[src/rtl/fifo_rd_sched_pkg.sv]
// fifo_rd_sched_pkg: shared FSM state type, default read latency and grant-index width helper
package fifo_rd_sched_pkg;
  typedef enum logic [1:0] {IDLE, GRANT, BURST, DRAIN} state_e;
  localparam int RD_LAT_DEF = 2;
  function automatic int idx_w(input int n);
    return (n > 1) ? $clog2(n) : 1;
  endfunction
endpackage

[src/rtl/rr_arb.sv]
// rr_arb: round-robin arbiter, combinational winner plus registered last-winner pointer
//   rclk/rst_n : clock, async active-low reset (pointer resets to NREQ-1 so index 0 wins first)
//   req        : request vector
//   upd        : load pointer with the current winner
//   win, any   : winning index and "some request present"
module rr_arb
  import fifo_rd_sched_pkg::*;
#(
  parameter int NREQ = 4
)(
  input  logic                    rclk,
  input  logic                    rst_n,
  input  logic [NREQ-1:0]         req,
  input  logic                    upd,
  output logic [idx_w(NREQ)-1:0]  win,
  output logic                    any
);
  localparam int IW = idx_w(NREQ);
  logic [IW-1:0] ptr_q, ptr_d;
  // scan downward so the nearest index after the pointer is written last and wins
  always_comb begin
    win = '0;
    for (int k = NREQ; k >= 1; k--)
      win = req[(int'(ptr_q) + k) % NREQ] ? IW'((int'(ptr_q) + k) % NREQ) : win;
    any = |req;
    ptr_d = upd ? win : ptr_q;
  end
  always_ff @(posedge rclk or negedge rst_n)
    if (!rst_n) ptr_q <= IW'(NREQ - 1);
    else ptr_q <= ptr_d;
endmodule

[src/rtl/fifo_rd_sched.sv]
// fifo_rd_sched: round-robin burst read scheduler for a shared FIFO read port
//   rclk/rst_n          : read clock, async active-low reset
//   req/req_len         : per-requester burst request and length-1 field
//   gnt/busy            : one-hot grant pulse, busy outside IDLE
//   rempty/rinc/rdata   : FIFO read port (data RD_LAT cycles after rinc)
//   out_valid/out_data/out_id/out_last : returned words tagged with the owning requester
module fifo_rd_sched
  import fifo_rd_sched_pkg::*;
#(
  parameter int WIDTH  = 32,
  parameter int NREQ   = 4,
  parameter int LEN_W  = 4,
  parameter int RD_LAT = RD_LAT_DEF
)(
  input  logic                    rclk,
  input  logic                    rst_n,
  input  logic [NREQ-1:0]         req,
  input  logic [NREQ*LEN_W-1:0]   req_len,
  output logic [NREQ-1:0]         gnt,
  output logic                    busy,
  input  logic                    rempty,
  output logic                    rinc,
  input  logic [WIDTH-1:0]        rdata,
  output logic                    out_valid,
  output logic [WIDTH-1:0]        out_data,
  output logic [idx_w(NREQ)-1:0]  out_id,
  output logic                    out_last
);
  localparam int IW = idx_w(NREQ);
  state_e            state_q, state_d;
  logic [NREQ-1:0]   gnt_q, gnt_d;
  logic              busy_q, busy_d;
  logic [IW-1:0]     id_q, id_d, win;
  logic [LEN_W:0]    rem_q, rem_d;
  logic [LEN_W-1:0]  len_sel;
  logic [RD_LAT-1:0] pv_q, pv_d, pl_q, pl_d;
  logic              any, take;

  rr_arb #(.NREQ(NREQ)) u_arb (
    .rclk (rclk),
    .rst_n(rst_n),
    .req  (req),
    .upd  (take),
    .win  (win),
    .any  (any)
  );

  always_comb begin
    take = state_q == IDLE && any;
    len_sel = '0;
    gnt_d = '0;
    for (int i = 0; i < NREQ; i++) begin
      len_sel = (win == IW'(i)) ? req_len[i*LEN_W +: LEN_W] : len_sel;
      gnt_d[i] = take && win == IW'(i);
    end
    rinc = state_q == BURST && !rempty && rem_q != '0;
    state_d = state_q == IDLE  ? (any ? GRANT : IDLE) :
              state_q == GRANT ? BURST :
              state_q == BURST ? ((rinc && rem_q == (LEN_W+1)'(1)) ? DRAIN : BURST) :
              (|pv_q ? DRAIN : IDLE);
    id_d = take ? win : id_q;
    rem_d = take ? {1'b0, len_sel} + (LEN_W+1)'(1) : rem_q - {{LEN_W{1'b0}}, rinc};
    busy_d = state_d != IDLE;
    // one {valid,last} slot per pop, aligned with rdata RD_LAT cycles later
    pv_d = (pv_q << 1) | RD_LAT'(rinc);
    pl_d = (pl_q << 1) | RD_LAT'(rinc && rem_q == (LEN_W+1)'(1));
  end

  always_ff @(posedge rclk or negedge rst_n)
    if (!rst_n) begin
      state_q <= IDLE;
      gnt_q   <= '0;
      busy_q  <= 1'b0;
      id_q    <= '0;
      rem_q   <= '0;
      pv_q    <= '0;
      pl_q    <= '0;
    end else begin
      state_q <= state_d;
      gnt_q   <= gnt_d;
      busy_q  <= busy_d;
      id_q    <= id_d;
      rem_q   <= rem_d;
      pv_q    <= pv_d;
      pl_q    <= pl_d;
    end

  assign gnt       = gnt_q;
  assign busy      = busy_q;
  assign out_valid = pv_q[RD_LAT-1];
  assign out_last  = pl_q[RD_LAT-1];
  assign out_id    = id_q;
  assign out_data  = rdata;
endmodule

[config.mk]
export PLATFORM = sky130hd
export DESIGN_NAME = fifo_rd_sched
export DESIGN_NICKNAME = d
export VERILOG_FILES = /design/src/rtl/fifo_rd_sched_pkg.sv /design/src/rtl/rr_arb.sv /design/src/rtl/fifo_rd_sched.sv
export SDC_FILE = /design/constraint.sdc
export NUM_CORES = 1
export LEC_CHECK = 0
export ABC_AREA = 1
export CORE_ASPECT_RATIO = 1.1
export CORE_MARGIN = 5
export CORE_UTILIZATION = 36
export DETAILED_ROUTE_END_ITERATION = 16
export GPL_TIMING_DRIVEN = 0
export PLACE_DENSITY = 0.8
export SLEW_MARGIN = 30
export SYNTH_ARGS = -nofsm -noshare
export SYNTH_HDL_FRONTEND = slang
export SYNTH_SLANG_ARGS = --single-unit
export TNS_END_PERCENT = 20
[constraint.sdc]
create_clock -name rclk -period 2.4 [get_ports rclk]
set_input_delay 0.48 -clock rclk [delete_from_list [all_inputs] [get_ports rclk]]
set_output_delay 0.48 -clock rclk [all_outputs]
set_load 0.005 [all_outputs]
-- Word-level counts from Yosys, hierarchy flattened
Index checks and enable logic that the tools add are counted.
Widths: inputs -> output; s select.
- register bits after elaboration: 20
- input port bits: 55
- output and inout port bits: 42
- word-level logic and storage cells: 76
- $add $sub $neg: 6
- $lt $le $gt $ge: 4
- eq/ne operators: 6
- multiplexer cells: 27
- bitwise operators: 6
- reductions and logical operators: 19
- operator list (cell ; number):
    $lt 3x4->1 const B ; 4
    $mux 2 ; 8
    $mux 4 ; 4
    $mux 1 ; 10
    $reduce_or 2->1 ; 5
    $bmux 1 s2 ; 4
    $logic_and 1x1->1 ; 8
    $eq 2x2->1 const B ; 3
    $add 4x1->5 const B ; 1
    $eq 5x1->1 const B ; 1
    $mux 5 ; 1
    $reduce_bool 5->1 ; 1
    $sub 5x1->5 ; 1
    $add 2x1->2 const B ; 2
    $add 2x2->2 const B ; 2
    $and 1x1->1 const A ; 4
    $eq 2x1->1 const B ; 2
    $logic_not 2->1 ; 2
    $or 2x1->2 ; 2
    $reduce_or 4->1 ; 1
    $reduce_bool 2->1 ; 1
    $logic_not 1->1 ; 1

-- Longest topological paths before layout
Gate-level depths: netlist of the first run.
- word-level depth: 17
- mapped depth: 19

-- Modules after synthesis
A second synthesis of the first run with hierarchy kept.
- cells, all modules: 202
- area, all modules: 1519.0 um2
- modules (own cells, without submodules) (module ; instances ; cells each ; area each (um2) ; seq. area each (um2)):
    fifo_rd_sched ; 1 ; 141 ; 1182.4 ; 450.4
    rr_arb ; 1 ; 61 ; 336.6 ; 52.6

-- Worst setup path after synthesis of the first run
No wires, ideal clock.
- path kind: register -> register
- from: register u_arb.ptr_q[0]
- to: register rem_q[4]
- library setup time: 0.127 ns
- arrival time: 1.950 ns
- data required time: 2.273 ns
- setup slack: 0.323 ns
- cell stages (with the launch flop): 19
- buffers on the path: 1
- clock period less this slack: 2.077 ns
- path through: dfstp_2 > inv_2 > nand2_2 > nand2_2 > nand2_1 > nand2_1 > clkinv_1 > nand2_1 > nand2_1 > nand2_2 > buf_6 > or2_0 > nand2_1 > nand2_2 > ha_1 > inv_1 > nor2_1 > nand3_1 > o21ai_0
- cells in the longest elaborated chain, start to end: 15
- elaborated cells on any way between the ends: 30
- those cells by class: add/sub: 5; eq/ne: 3; mux: 21; reduce/logical: 1
- ends and longest elaborated chain (item ; line ; RTL):
    start: declaration ; rr_arb.sv:19 ; logic [IW-1:0] ptr_q, ptr_d;
    start signal: assignment ; rr_arb.sv:29 ; if (!rst_n) ptr_q <= IW'(NREQ - 1);
    start signal: assignment ; rr_arb.sv:30 ; else ptr_q <= ptr_d;
    $add 2x1->2 ; rr_arb.sv:24 ; win = req[(int'(ptr_q) + k) % NREQ] ? IW'((int'(ptr_q) + k) % NREQ) : win;
    $bmux 1 s2 ; rr_arb.sv:24 ;
    $mux 1 (implied by the code) (2 in a row) ; rr_arb.sv:24 ;
    $mux 2 (3 in a row) ; rr_arb.sv:24 ;
    $mux 2 * ; rr_arb.sv:24 ;
    $logic_not 2->1 ; fifo_rd_sched.sv:53 ; len_sel = (win == IW'(i)) ? req_len[i*LEN_W +: LEN_W] : len_sel;
    $mux 4 (3 in a row) ; fifo_rd_sched.sv:53 ;
    $mux 4 * ; fifo_rd_sched.sv:53 ;
    $add 4x1->5 * ; fifo_rd_sched.sv:62 ; rem_d = take ? {1'b0, len_sel} + (LEN_W+1)'(1) : rem_q - {{LEN_W{1'b0}}, rinc};
    $mux 5 * ; fifo_rd_sched.sv:62 ;
    named net rem_d[4] ; fifo_rd_sched.sv:34 ; logic [LEN_W:0] rem_q, rem_d;
    end signal: assignment ; fifo_rd_sched.sv:83 ; rem_q <= rem_d;
    end: declaration ; fifo_rd_sched.sv:34 ;
Mark *: on every way through the listed nets, which the timed path passes. The rest lies on a longest branch. The select of a mux whose other input is x is not followed.
A chain may end at the register's enable or synchronous reset.

-- Worst setup path after layout of the first run
- from: register u_arb.ptr_q[0]
- to: register rem_q[2]
Same word-level chain as after synthesis.

==> impl_metrics.yaml, run 1 <==
final_layout:
  final_cell_count_no_fill: 329
  flow.area_growth_from_synthesis_pct: 66.8
  finish.utilization_pct: 62.1
  final_common_cell: "clkdlybuf4s50_1"
  final_nets: 336
  drive_gt1_share_pct: 36.1
  layout_common_cells: "clkdlybuf4s50_1, buf_4, nand2_1"
  nFillCells: 359
  antenna_cells: 0
logic_synthesis:
  synthSimpleGateAreaFrac_pct: 31.9
  syn_nets: 255
  synth-compound-area-share_pct: 5.68
  synth_seq_area_share_pct: 34.1
  syn_area_um2: 1480
  synth.area.mux_share_pct: 0
  synth_top_family_by_area: "simple AND/OR/NAND/NOR gates"
  synth_xor_area_share_pct: 0.593
  ys_seq_elements: 20
  syn_avg_cell_area_um2: 7.49
  synthAdderAreaFrac_pct: 2.54
  synth.yosys.warnings: 0
  synth_cell_type_count: 25
  syn_inst: 197
sta:
  hold_slack_ps: 145
  fmax_ghz: 0.429
  setup-violations-final: 0
  fin_crit_sh_pct: 97.1
  maxSlewViolCount: 0
  grt_setup_unrepaired: "true"
  hold_viol_final: 0
  fin_skew_ps: 3.81
  fin_crit_ps: 2330
  maxSlewHeadroom_pct: 72.5
  worst_pin_slew_ps: 412
clock_tree:
  root_buffer: "clkbuf_8"
  clk_latency_ps: 260
  clock_sinks: 20
  clock_path_buffers: 2
  cts_buffers: 3
  cts_tree: "yes"
  cts_htree_levels: 1
  clk_pin_slew_ps: 70
floorplanning:
  io_pins: 97
  rows: 24
  die-area_um2: 5480
  core_area_um2: 3960
  die_y_um: 77.2
  initial_core_util_pct: 37.2
  fp.dieW_um: 71.1
worst_setup_path:
  startpoint_type: "register"
  cp.arrival_ps: 2460
  crit_fanout: 9
  end_kind: "register"
  r2r_slack_ps: 70
  r2r_cells: 17
  regToRegEndpoint: "rem_q[2]$_DFF_PN0_"
  critPathKind: "register to register"
  r2r-start: "u_arb.ptr_q[0]$_DFFE_PN1P_"
  required_ps: 2530
power:
  ir_drop_uv: 1080
  powerDensity_nw_per_um2: 1330
  power.leakage_nw: 1.21
route:
  drt_first_pass_iters: 4
  routedWlPerCell_um: 12.0
  via_per_inst: 4.62
  wirelength_um: 3940
  drc_errors: 0
  ant_nets: 0
  first_iter_violations: 60
  vias: 1519
global_routing:
  globalRouteTotalUtil_pct: 12.9
  grt_remaining_overflow: 0
  grt_max_degree: 21
  grt_pass1_vias: 1416
  grt_pass1_wl_um: 5800
  antenna_found_initial: 0
outcome:
  outcome: "completed"
run:
  max_cap_violations: 0
placement:
  io_buffers: 64
  dp.cells: 313
  dp_hpwl_um: 3000
  place.gp.congestion: 0.833
min_path:
  hp-class: "primary input to async pin"
kinds of logic (layout without fill, tap and decap cells):
logic type,count (synthesis),in the layout
AOI/OAI and AO/OA,15,15
and+or+nand+nor,96,96
xor gates and xnor gates,1,1
adders and majority gates,3,3
buffers and inverters,62,142
DFF,20,20
worst max-delay path by stage:
stage / start / end / slack, ps / cells after the start
after floorplan: u_arb.ptr_q[0]$_DFFE_PN1P_ / rem_q[4]$_DFF_PN0_ / 320 / 18
after global placement: req[3] / rem_q[4]$_DFF_PN0_ / -190 / 17
after detailed placement: req[0] / rem_q[2]$_DFF_PN0_ / -250 / 19
after CTS: req[0] / rem_q[2]$_DFF_PN0_ / 10 / 19
after global routing: u_arb.ptr_q[0]$_DFFE_PN1P_ / rem_q[3]$_DFF_PN0_ / -90 / 19
final: u_arb.ptr_q[0]$_DFFE_PN1P_ / rem_q[2]$_DFF_PN0_ / 70 / 17
routing by layer:
| metal | GRT usage, % | wire [um] | vias up |
|---|---|---|---|
| met5 | 0 | 0 | - |
| met4 | 5.64 | 69 | 0 |
| met3 | 3.40 | 345 | 5 |
| met2 | 22.3 | 2040 | 68 |
| met1 | 14.7 | 1490 | 701 |
| li1 | - | - | 745 |
sequential cells by signal, indices dropped and copies added, names as in the netlist:
register     count
pl_q             2
pv_q             2
out_id           2
busy             1
state_q          2
gnt              4
u_arb.ptr_q      2
rem_q            5
worst max-delay path, stage by stage (launching register included):
cell and delay (ps):
dfstp_2 600, clkinv_4 90, buf_6 140, nand2_4 50, nand2_1 50, o21ai_1 110
nand2_1 70, nand2_1 70, nand2_2 80, buf_8 150, or2_1 230, nand2_2 70
nand2_2 80, ha_4 160, inv_1 70, nor2_2 40, inv_1 70, o211ai_1 80
timing repair:
| action | 4_1_cts | 5_1_grt |
|---|---|---|
| gates resized for setup | 0 | 48 |
| setup endpoints to repair | 0 | 4 |
| buffers inserted | 0 | 12 |
| hold buffers | 0 | 0 |
report_power, final:
group | internal [W] | leakage (nW) | total, W | switching [W]
registers | 0.000486 | 0.250 | 0.000565 | 0.0000788
logic | 0.00115 | 0.933 | 0.00246 | 0.00131
clock network | 0.000146 | 0.0288 | 0.000249 | 0.000103
total | 0.00178 | 1.21 | 0.00328 | 0.00149
Yosys cell counts (all sizes together):
cell / count / area [um^2]
buf: 35 / 270
nand2: 57 / 244
inv: 26 / 97.6
or2: 3 / 18.8
o211ai: 2 / 15.0
o21ai: 9 / 45.0
clkinv: 1 / 3.75
nor2: 12 / 52.6
dfrtp: 18 / 450
xor2: 1 / 8.76
a41oi: 1 / 8.76
a21oi: 3 / 15.0
nand3: 16 / 95.1
dfstp: 2 / 52.6
nand4: 5 / 46.3
ha: 3 / 37.5
nor3: 3 / 15.0
stage by stage:
step                      power [W]  cell area (um^2)  worst slack (ps)  TNS [ps]
final                       0.00328              2460              68.7         0
after global routing        0.00355              2460             -89.6      -215
after CTS                   0.00255              2240              9.75         0
after detailed placement    0.00229              2180              -254      -592
after global placement      0.00224              2180              -187      -494
after floorplan             0.00181              1480               323         0
cell type report:
cell class	count	area, um^2	share of cell area [%]
plain buffers	35	278	11.3
repair buffers	76	741	30.1
well taps	52	65.1	2.64
multi-input cells	115	712	28.9
flip-flops and latches	20	503	20.4
inverters	27	109	4.42
clock buffers	4	55.1	2.24
(Power assumes the default switching activity.)
==> inputs of run 2 (changes only) <==
--- a/config.mk
+++ b/config.mk
@@ -11,7 +11,7 @@
 export CORE_UTILIZATION = 36
 export DETAILED_ROUTE_END_ITERATION = 16
 export GPL_TIMING_DRIVEN = 0
-export PLACE_DENSITY = 0.8
+export PLACE_DENSITY = 0.89
 export SLEW_MARGIN = 30
 export SYNTH_ARGS = -nofsm -noshare
 export SYNTH_HDL_FRONTEND = slang
==> run 2 against run 1 <==
  * Utilization fell by 1.4 points
  * Cell area fell by 2.2%
  * Setup slack got worse by 67 ps
  * Die area unchanged
  * Power fell by 4.7%
  * Cell count is 1.5% lower
  * Sequential power increased by 2%
  * Via count is 3.0% lower
  * First-iteration DRC count down 32%
  * Sequential cell count unchanged
  * Count of clock-buffer cells in the layout did not move
  * Critical path type unchanged
==> impl_metrics.yaml, run 2 (synthesis gave the netlist of run 1 again) <==
outcome:
  outcome: "completed"
final_layout:
  flow.area_growth_from_synthesis_pct: 63.1
  finish.utilization_pct: 60.8
  largest_reg_flops: 5
  drive_gt1_share_pct: 35.7
  regMostFlops: "rem_q"
  final_nets: 331
  design_area_um2: 2410
  layout_common_cells: "clkdlybuf4s50_1, buf_4, nand2_1"
  antenna_cells: 0
  final_common_cell: "clkdlybuf4s50_1"
route:
  via_per_inst: 4.55
  wirelength_um: 3970
  routedWlPerCell_um: 12.3
  first_iter_violations: 41
  drc_errors: 0
  drt_first_pass_iters: 4
  vias: 1474
  ant_nets: 0
power:
  switching_power_w: 0.00146
  seqPwrFrac_pct: 18.5
  powerDensity_nw_per_um2: 1300
  internal-power_w: 0.00167
  clock_power_share_pct: 7.9
  combPwrFrac_pct: 73.6
  power.leakage_nw: 1.19
  ir_drop_uv: 970
  p_sw_share_pct: 46.7
clock_tree:
  clk_latency_ps: 250
  hold_buffers: 0
  root_buffer: "clkbuf_8"
  clk_pin_slew_ps: 70
  cts_tree: "yes"
  clock_path_buffers: 2
  cts_htree_levels: 1
  cts_buffers: 3
  clock_sinks: 20
floorplanning:
  rows: 24
  fp.dieW_um: 71.1
  die-area_um2: 5480
  die_y_um: 77.2
  io_pins: 97
  initial_core_util_pct: 37.2
  core_area_um2: 3960
global_routing:
  globalRouteTotalUtil_pct: 13.0
  grt_remaining_overflow: 0
  antenna_found_initial: 0
  grt_pass1_vias: 1474
  grt_pass1_wl_um: 5980
  grt_max_degree: 21
sta:
  fin_crit_ps: 2400
  fmax_ghz: 0.417
  grt_setup_unrepaired: "true"
  maxSlewHeadroom_pct: 71.1
  fin_crit_sh_pct: 99.9
  worst_pin_slew_ps: 433
  setup-violations-final: 0
  tns_ps: 0
  maxSlewViolCount: 0
  fin_skew_ps: 2.60
  hold_viol_final: 0
worst_setup_path:
  end_kind: "register"
  critPathKind: "register to register"
  cp_num_buf_inv: 5
  cpPeakStageDelay_ps: 630
  cp_top_family: "simple AND/OR/NAND/NOR gates"
  required_ps: 2530
  cp.arrival_ps: 2530
  crit_fanout: 8
  timing.critical_path.mode_cell: "nand2_2"
  worst_path_max_delay_cell: "dfstp_2"
  startpoint_type: "register"
  crit_chain: "clkinv_4, nand2_2, nand2_2, nand2_4, nand2_2, inv_2, nand2_2, nand2_2, nand2_4, buf_6, or2_0, nand2_1, nand2_2, ha_4, inv_4, nor2_4, inv_1, o211ai_1"
run:
  max_cap_violations: 0
placement:
  place_area_um2: 2180
  io_buffers: 64
  place.gp.congestion: 0.857
  dp_hpwl_um: 3020
min_path:
  hp-class: "primary input to async pin"
-- run 2: path summary, 6_finish.rpt --
check,depth (start not counted),startpoint,slack (ps),end
worst max-delay path,18,u_arb.ptr_q[0]$_DFFE_PN1P_,1,rem_q[2]$_DFF_PN0_
worst min-delay path,1,rst_n,160,state_q[1]$_DFF_PN0_
worst max register to register,18,u_arb.ptr_q[0]$_DFFE_PN1P_,1,rem_q[2]$_DFF_PN0_
worst min register to register,0,pl_q[0]$_DFF_PN0_,350,pl_q[1]$_DFF_PN0_
max in group asynchronous,1,rst_n,1910,u_arb.ptr_q[0]$_DFFE_PN1P_
min in group rclk,0,pl_q[0]$_DFF_PN0_,350,pl_q[1]$_DFF_PN0_
-- run 2: final cells by class --
cell class | instances | area, um^2
Tap cell | 52 | 65.1
Inverter | 27 | 111
Timing Repair Buffer | 71 | 696
Fill cell | 347 | 1560
Buffer | 35 | 274
Sequential cell | 20 | 503
Multi-Input combinational cell | 115 | 704
Clock buffer | 4 | 55.1
-- run 2: layer usage --
metal  GRT usage, %  up-vias  routed length (um)
met1           15.1      666                1550
li1               -      738                   -
met4           3.76        0                  14
met3           3.01        2                 338
met2           23.5       68                2070
met5              0        -                   0
-- run 2: power groups by stage --
stage	clock network, W	registers (W)	logic [W]
2_1_floorplan	0	0.000561	0.00125
3_3_place_gp	0	0.000566	0.00167
3_5_place_dp	0	0.000570	0.00173
4_1_cts	0.000255	0.000566	0.00177
5_1_grt	0.000266	0.000593	0.00254
6_report	0.000247	0.000577	0.00230
-- run 2: stage by stage --
| step | std cells | hold slack (ps) | power [W] | setup WS (ps) |
|---|---|---|---|---|
| floorplan | 197 | 184 | 0.00181 | 323 |
| global placement | 313 | 335 | 0.00223 | -194 |
| detailed placement | 313 | 338 | 0.00230 | -306 |
| CTS | 317 | 354 | 0.00259 | 11.6 |
| global route | 324 | 204 | 0.00340 | -153 |
| finish | 324 | 159 | 0.00312 | 1.32 |
-- run 2: what timing repair did --
action                                  in CTS  in global routing
resized for setup                            4                 40
pin swaps                                    0                 19
gates cloned                                 0                  0
endpoints found under the setup margin       2                  4
buffers inserted                             0                  7
